$ cat src/rtl/bp_upd_sched.sv
`default_nettype none
//==============================================================================
// bp_upd_sched : branch-predictor update scheduler (BTB/PHT write queue +
//                mispredict redirect). Optional stats counters: BP_UPD_STATS_EN
// Revision     : 1.0
//==============================================================================
module bp_upd_sched #(
  parameter int PC_WIDTH   = 32,
  parameter int FIFO_DEPTH = 4,
  parameter int CNT_WIDTH  = 16
) (
  input  logic                i_clk,
  input  logic                i_rst,
  input  logic                i_res_vld,
  output logic                o_res_rdy,
  input  logic [PC_WIDTH-1:0] i_res_pc,
  input  logic                i_res_is_br,
  input  logic                i_res_taken,
  input  logic [PC_WIDTH-1:0] i_res_target,
  input  logic                i_res_pred_hit,
  input  logic                i_res_pred_taken,
  input  logic [PC_WIDTH-1:0] i_res_pred_target,
  input  logic                i_hold,
  output logic                o_upd_btb_vld,
  output logic [PC_WIDTH-1:0] o_upd_btb_pc,
  output logic [PC_WIDTH-1:0] o_upd_btb_br_addr,
  output logic                o_upd_pht_vld,
  output logic [PC_WIDTH-1:0] o_upd_pht_pc,
  output logic                o_upd_pht_taken,
  output logic                o_redirect_vld,
  output logic [PC_WIDTH-1:0] o_redirect_pc,
  output logic [CNT_WIDTH-1:0] o_br_cnt,
  output logic [CNT_WIDTH-1:0] o_mispred_cnt
);

  localparam int c_AW = $clog2(FIFO_DEPTH);

  typedef enum logic [1:0] {
    S_EMPTY = 2'd0,
    S_RUN   = 2'd1,
    S_HELD  = 2'd2
  } state_t;

  state_t              r_state;
  logic [c_AW:0]       r_wptr;
  logic [c_AW:0]       r_rptr;
  logic [PC_WIDTH-1:0] r_pc_q  [FIFO_DEPTH];
  logic [PC_WIDTH-1:0] r_tgt_q [FIFO_DEPTH];
  logic                r_br_q  [FIFO_DEPTH];
  logic                r_tk_q  [FIFO_DEPTH];
  logic                r_nb_q  [FIFO_DEPTH];
  logic                r_redir_vld;
  logic [PC_WIDTH-1:0] r_redir_pc;

  logic                w_full;
  logic                w_push;
  logic                w_pop;
  logic                w_taken_eff;
  logic                w_tgt_mis;
  logic                w_need_btb;
  logic                w_mispred;
  logic [c_AW:0]       w_wptr_nxt;
  logic [c_AW:0]       w_rptr_nxt;
  logic [c_AW-1:0]     w_head;
  logic [c_AW-1:0]     w_tail;

  assign w_full = (r_wptr[c_AW] != r_rptr[c_AW]) &&
                  (r_wptr[c_AW-1:0] == r_rptr[c_AW-1:0]);
  assign o_res_rdy = ~w_full;
  assign w_push    = i_res_vld & ~w_full;
  // No same-cycle bypass: an entry becomes poppable only once the state leaves EMPTY.
  assign w_pop     = (r_state != S_EMPTY) & ~i_hold;

  assign w_taken_eff = ~i_res_is_br | i_res_taken;
  assign w_tgt_mis   = (i_res_pred_target != i_res_target);
  assign w_need_btb  = w_taken_eff & (~i_res_pred_hit | w_tgt_mis);
  assign w_mispred   = (w_taken_eff != i_res_pred_taken) | (w_taken_eff & w_tgt_mis);

  assign w_wptr_nxt = r_wptr + {{c_AW{1'b0}}, w_push};
  assign w_rptr_nxt = r_rptr + {{c_AW{1'b0}}, w_pop};
  assign w_head     = r_rptr[c_AW-1:0];
  assign w_tail     = r_wptr[c_AW-1:0];

  always_ff @(posedge i_clk) begin
    if (i_rst) begin
      r_state <= S_EMPTY;
      r_wptr  <= '0;
      r_rptr  <= '0;
    end else begin
      r_wptr <= w_wptr_nxt;
      r_rptr <= w_rptr_nxt;
      if (w_wptr_nxt == w_rptr_nxt) begin
        r_state <= S_EMPTY;
      end else if (i_hold) begin
        r_state <= S_HELD;
      end else begin
        r_state <= S_RUN;
      end
    end
  end

  always_ff @(posedge i_clk) begin
    if (w_push) begin
      r_pc_q[w_tail]  <= i_res_pc;
      r_tgt_q[w_tail] <= i_res_target;
      r_br_q[w_tail]  <= i_res_is_br;
      r_tk_q[w_tail]  <= w_taken_eff;
      r_nb_q[w_tail]  <= w_need_btb;
    end
  end

  assign o_upd_pht_vld     = w_pop & r_br_q[w_head];
  assign o_upd_pht_pc      = r_pc_q[w_head];
  assign o_upd_pht_taken   = r_tk_q[w_head];
  assign o_upd_btb_vld     = w_pop & r_nb_q[w_head];
  assign o_upd_btb_pc      = r_pc_q[w_head];
  assign o_upd_btb_br_addr = r_tgt_q[w_head];

  always_ff @(posedge i_clk) begin
    if (i_rst) begin
      r_redir_vld <= 1'b0;
      r_redir_pc  <= '0;
    end else begin
      r_redir_vld <= w_push & w_mispred;
      if (w_push & w_mispred) begin
        r_redir_pc <= w_taken_eff ? i_res_target : (i_res_pc + PC_WIDTH'(4));
      end
    end
  end

  assign o_redirect_vld = r_redir_vld;
  assign o_redirect_pc  = r_redir_pc;

`ifdef BP_UPD_STATS_EN
  logic [CNT_WIDTH-1:0] r_br_cnt;
  logic [CNT_WIDTH-1:0] r_mispred_cnt;

  // Both counters saturate rather than wrap.
  always_ff @(posedge i_clk) begin
    if (i_rst) begin
      r_br_cnt      <= '0;
      r_mispred_cnt <= '0;
    end else begin
      if (w_push && i_res_is_br && (r_br_cnt != '1)) begin
        r_br_cnt <= r_br_cnt + CNT_WIDTH'(1);
      end
      if (w_push && w_mispred && (r_mispred_cnt != '1)) begin
        r_mispred_cnt <= r_mispred_cnt + CNT_WIDTH'(1);
      end
    end
  end

  assign o_br_cnt      = r_br_cnt;
  assign o_mispred_cnt = r_mispred_cnt;
`else
  assign o_br_cnt      = '0;
  assign o_mispred_cnt = '0;
`endif

endmodule
`default_nettype wire

$ cat config.mk
export PLATFORM = sky130hd
export DESIGN_NAME = bp_upd_sched
export DESIGN_NICKNAME = d
export VERILOG_FILES = /design/src/rtl/bp_upd_sched.sv
export SDC_FILE = /design/constraint.sdc
export NUM_CORES = 1
export LEC_CHECK = 0
export CORE_MARGIN = 8
export CORE_UTILIZATION = 46
export DETAILED_ROUTE_END_ITERATION = 10
export PLACE_DENSITY = 0.86
export SYNTH_ARGS = -nofsm -noshare
export SYNTH_HDL_FRONTEND = slang
export SYNTH_SLANG_ARGS = --single-unit
$ cat constraint.sdc
create_clock -name i_clk -period 6.5 [get_ports i_clk]
set_input_delay 0.975 -clock i_clk [delete_from_list [all_inputs] [get_ports i_clk]]
set_output_delay 0.975 -clock i_clk [all_outputs]
set_load 0.005 [all_outputs]
Word level (Yosys, flattened, before mapping)
Memories as Yosys holds them, arrays and structs flattened. A register that Yosys moved wholly into a read port is not among the register bits.
Index checks and enable logic that the tools add are counted.
{"block": "word_totals", "register_bits": 41, "mem_bits_rw": 268, "inputBits": 104, "latch_bits": 0, "romBits": 0, "memories": 5}
{"name": "r_pc_q", "words": 4, "width": 32, "rd": 1, "rd_ports_with_merged_regs": 1, "write_ports": 1, "line": "47", "rtl": "logic [PC_WIDTH-1:0] r_pc_q [FIFO_DEPTH];"}
{"name": "r_tgt_q", "words": 4, "width": 32, "rd": 1, "rd_ports_with_merged_regs": 1, "write_ports": 1, "line": "48", "rtl": "logic [PC_WIDTH-1:0] r_tgt_q [FIFO_DEPTH];"}
{"name": "r_br_q", "words": 4, "width": 1, "rd": 1, "rd_ports_with_merged_regs": 1, "write_ports": 1, "line": "49", "rtl": "logic r_br_q [FIFO_DEPTH];"}
{"name": "r_nb_q", "words": 4, "width": 1, "rd": 1, "rd_ports_with_merged_regs": 1, "write_ports": 1, "line": "51", "rtl": "logic r_nb_q [FIFO_DEPTH];"}
{"name": "r_tk_q", "words": 4, "width": 1, "rd": 1, "rd_ports_with_merged_regs": 1, "write_ports": 1, "line": "50", "rtl": "logic r_tk_q [FIFO_DEPTH];"}
{"block": "op_classes", "bitwise": 14, "magnitude_cmp": 0, "shifts": 0, "n_div": 0, "reduce_logical": 3, "mul": 0, "addsub": 3, "mux": 9, "eq_ne": 5}
{"operator": "$add 32x3->32 const B", "count": 1}
{"operator": "$mux 32", "count": 1}
{"operator": "$ne 32x32->1", "count": 1}
{"operator": "$mux 2", "count": 6}
{"operator": "$and 1x1->1", "count": 7}
{"operator": "$add 3x1->3", "count": 2}
{"operator": "$not 1->1", "count": 4}
{"operator": "$eq 3x3->1", "count": 1}
{"operator": "$or 1x1->1", "count": 3}
{"operator": "$eq 2x2->1", "count": 1}
{"operator": "$mux 1", "count": 2}
{"operator": "$ne 1x1->1", "count": 2}
{"operator": "$reduce_bool 2->1", "count": 1}
{"operator": "$reduce_or 2->1", "count": 1}
{"operator": "$logic_and 1x1->1", "count": 1}

Longest topological paths before layout
{"block": "depth", "ltp_word": 7, "mapped_depth": 10}

Worst setup path before layout
Ideal clock, no wire load.
{"block": "synth_path", "kind": "input-to-reg", "from": "in i_res_vld", "to": "mem r_br_q[1], enable pin", "n_path_buf": 0, "path_slack_ps": -24, "required_time_ps": 5912, "arrival_time_ps": 5936, "setup_time_ps": 588, "stages": 2, "path_cell_list": "nand2_1 -> nor3b_1"}
{"block": "synth_via", "elab_chain_len": 3}
{"element": "start, declared", "line": "14", "rtl": "input logic i_res_vld,"}
{"element": "$and 1x1->1", "line": "70", "rtl": "assign w_push = i_res_vld & ~w_full;"}
{"element": "$mux 1", "line": "103", "rtl": "if (w_push) begin"}
{"element": "$mux 1 (implied by the code)", "line": "106", "rtl": "r_br_q[w_tail] <= i_res_is_br;"}
{"element": "end, declared", "line": "49"}
Every way passes these cells.

==> metrics.cfg <==
[timing]
rsz0062_at_grt = false
clock.fmax_mhz = 239
min_period_ns = 4.19
fin_setup_tns_ns = 0
setup_violations = 0
max-slew-margin-rel = 0.258
fin_worst_skew_ns = 0.0132
hold_viol_final = 0
slew_viol_final = 0
finalCritPeriodShare = 0.644
tightest_slew_ns = 1.11
setup_ws_ns = 2.31

[setup_path]
start_kind = register
cp_max_fo = 36
critical_path_class = register to output port
cp_top_family = buffers and inverters
required_ns = 5.52
cp.buffers_inverters = 2
max_stage_delay_ns = 0.80
slowest_stage = dfxtp_4
cp_cell_sequence = buf_4, mux4_2, clkdlybuf4s50_1
critPathArrivalTime_ns = 3.21
end_kind = output port
reg2reg_slack_ns = 3.09

[detailed_routing]
firstDrtPassIters = 5
drt_wl_total_mm = 33.6
num_vias = 7526
ant_nets = 0
via_per_inst = 5.44
wire_per_inst_um = 24.3
drc = 0
drt_iter0_markers = 550

[floorplanning]
rows = 61
start_util = 0.467
core-area_um2 = 27700
num_io_pins = 269
die_h_um = 184
die_x_um = 184
die_area_um2 = 33700

[power]
peakVddDrop_uv = 232
power_density_nw_per_um2 = 298
p_leak_nw = 5.44

[cts]
cts_buffer_depth = 3
clock_latency_ns = 0.55
ctsHoldBuffers = 0
cts_inserted_buffers = 31
clk_pin_slew_worst_paths_ns = 0.06
cts_root_buffer = clkbuf_16
post_cts_buffers = 0
cts.htree.levels = 1
cts_resized = 0
cts_tree = done
clock_sinks = 309

[grt]
grt_overflow_total = 0
grt_pass1_vias = 7914
grt_use_total = 0.194
grt_max_degree = 69
grt_pass1_wl_mm = 49.3
grt_antenna_before_repair = 2

[synthesis]
synthCells = 771
synth_area_um2 = 12900
synth_cell_types = 37
ys_seq_area_frac = 0.686
syn_area_per_cell_um2 = 16.8
synth_seq_cells = 309
yosys_warnings = 0

[cells_and_area]
nets = 1091
seqCellArea_um2 = 8880
layout_commonest_cell = edfxtp_1
design_area_um2 = 16400
fillCellCount = 2033
diodes = 0
layout_common_cells = edfxtp_1, clkdlybuf4s50_1, mux4_2
multiInputGateArea_um2 = 3570
drive_above_1_share = 0.135
area_growth_pct = 27.0

[min_path]
worstHoldPathType = register to register

[placement]
portBuffers = 236
dp_hpwl_mm = 23.2
pre_cts_ws_ns = 2.35
gp_congestion = 0.847
postPlaceCellArea_um2 = 15400

[outcome]
status = complete, no violations

[run]
drv_cap = 0

[worst register-to-register path, stage by stage (launching register included)]
cell	delay, ns
dfxtp_4	0.80
xnor2_1	0.14
nand3_1	0.16
nand2_1	0.17
inv_1	0.20
nand2_1	0.12
nor2_4	0.74
buf_4	0.66
[metal layers]
metal  global-route usage  up-vias  part of all wire  wire, um
li1                     -     3304                 -         -
met1                0.256     3832              0.40     13600
met2                0.315      338              0.49     16300
met3               0.0506       48             0.087      2920
met4               0.0513        4             0.022       740
met5                    0        -           0.00065        22
[cell families after synthesis]
| family | count (synthesis) | synth area share |
|---|---|---|
| flops | 309 | 0.686 |
| simple gates | 152 | 0.0602 |
| buf+inv | 104 | 0.0502 |
| xor+xnor | 68 | 0.0460 |
| mux | 68 | 0.117 |
| compound gates | 64 | 0.0355 |
| fa+ha+maj | 5 | 0.00484 |
| other cells | 1 | 0.000290 |
[path summary, 6_finish.rpt]
kind                                   startpoint                 to  cells after the start
worst max-delay path                    r_rptr[0]    o_upd_pht_pc[3]                      3
worst min-delay path            o_redirect_pc[13]  o_redirect_pc[13]                      2
worst max register to register          r_rptr[0]       r_pc_q[2][4]                      7
worst min register to register  o_redirect_pc[13]  o_redirect_pc[13]                      2
[synthesized netlist by cell type]
cell      count  share of area
nand3_1      11         0.0043
xnor2_1      19          0.013
inv_1         5         0.0015
nand2_1      44          0.013
and2_1        3         0.0015
a211o_1      24          0.016
nor4_4        2         0.0033
dfxtp_1      41          0.063
xor2_1       49          0.033
buf_2        12         0.0046
o21ai_0       1        0.00039
edfxtp_1    268           0.62
or4_4         1        0.00087
nor4_1        9         0.0044
o21a_1        1        0.00058
buf_4        65          0.038
and3_1        7         0.0034
a311oi_1      2         0.0014
clkbuf_1     20         0.0058
nand4_4       1         0.0016
nor3_1        4         0.0015
nor2_1       44          0.013
ha_1          5         0.0048
a21o_1        3         0.0017
and4_1        3         0.0020
nand3b_1      4         0.0023
nand4b_1      1        0.00068
o31ai_4       1         0.0016
conb_1        1        0.00029
mux4_2       67           0.12
o41ai_1       4         0.0027
mux2i_1       1        0.00077
buf_1         2        0.00058
nand4_1      12         0.0058
nor3b_1       1        0.00058
nor2b_1       5         0.0024
a21oi_1      28          0.011
[power by group]
group          switching [mW]  internal [mW]
Clock                   0.740           1.11
Sequential             0.0488           2.26
Combinational           0.325          0.418
[layout make-up]
cell class / instances / area share
Multi-Input combinational cell: 389 / 0.217
Sequential cell: 309 / 0.540
Clock inverter: 23 / 0.0165
Inverter: 5 / 0.00114
Tap cell: 378 / 0.0288
Timing Repair Buffer: 246 / 0.148
Clock buffer: 33 / 0.0477
[flip-flops by register name (all words and copies together) (netlist names)]
signal,count
o_redirect_pc,32
o_redirect_vld,1
r_br_q,4
r_nb_q,4
r_pc_q,128
r_rptr,3
r_state,2
r_tgt_q,128
r_tk_q,4
r_wptr,3
[metrics by stage]
step,total power [mW],utilization,hold WS (ns),cells
2_1_floorplan,2.72,-,0.448,802
5_1_grt,5.08,0.593,0.482,1383
3_5_place_dp,3.10,0.555,0.448,1327
3_3_place_gp,3.08,0.555,0.439,1327
6_report,4.90,0.593,0.458,1383
4_1_cts,4.95,0.593,0.457,1383
(Power assumes the default switching activity.)
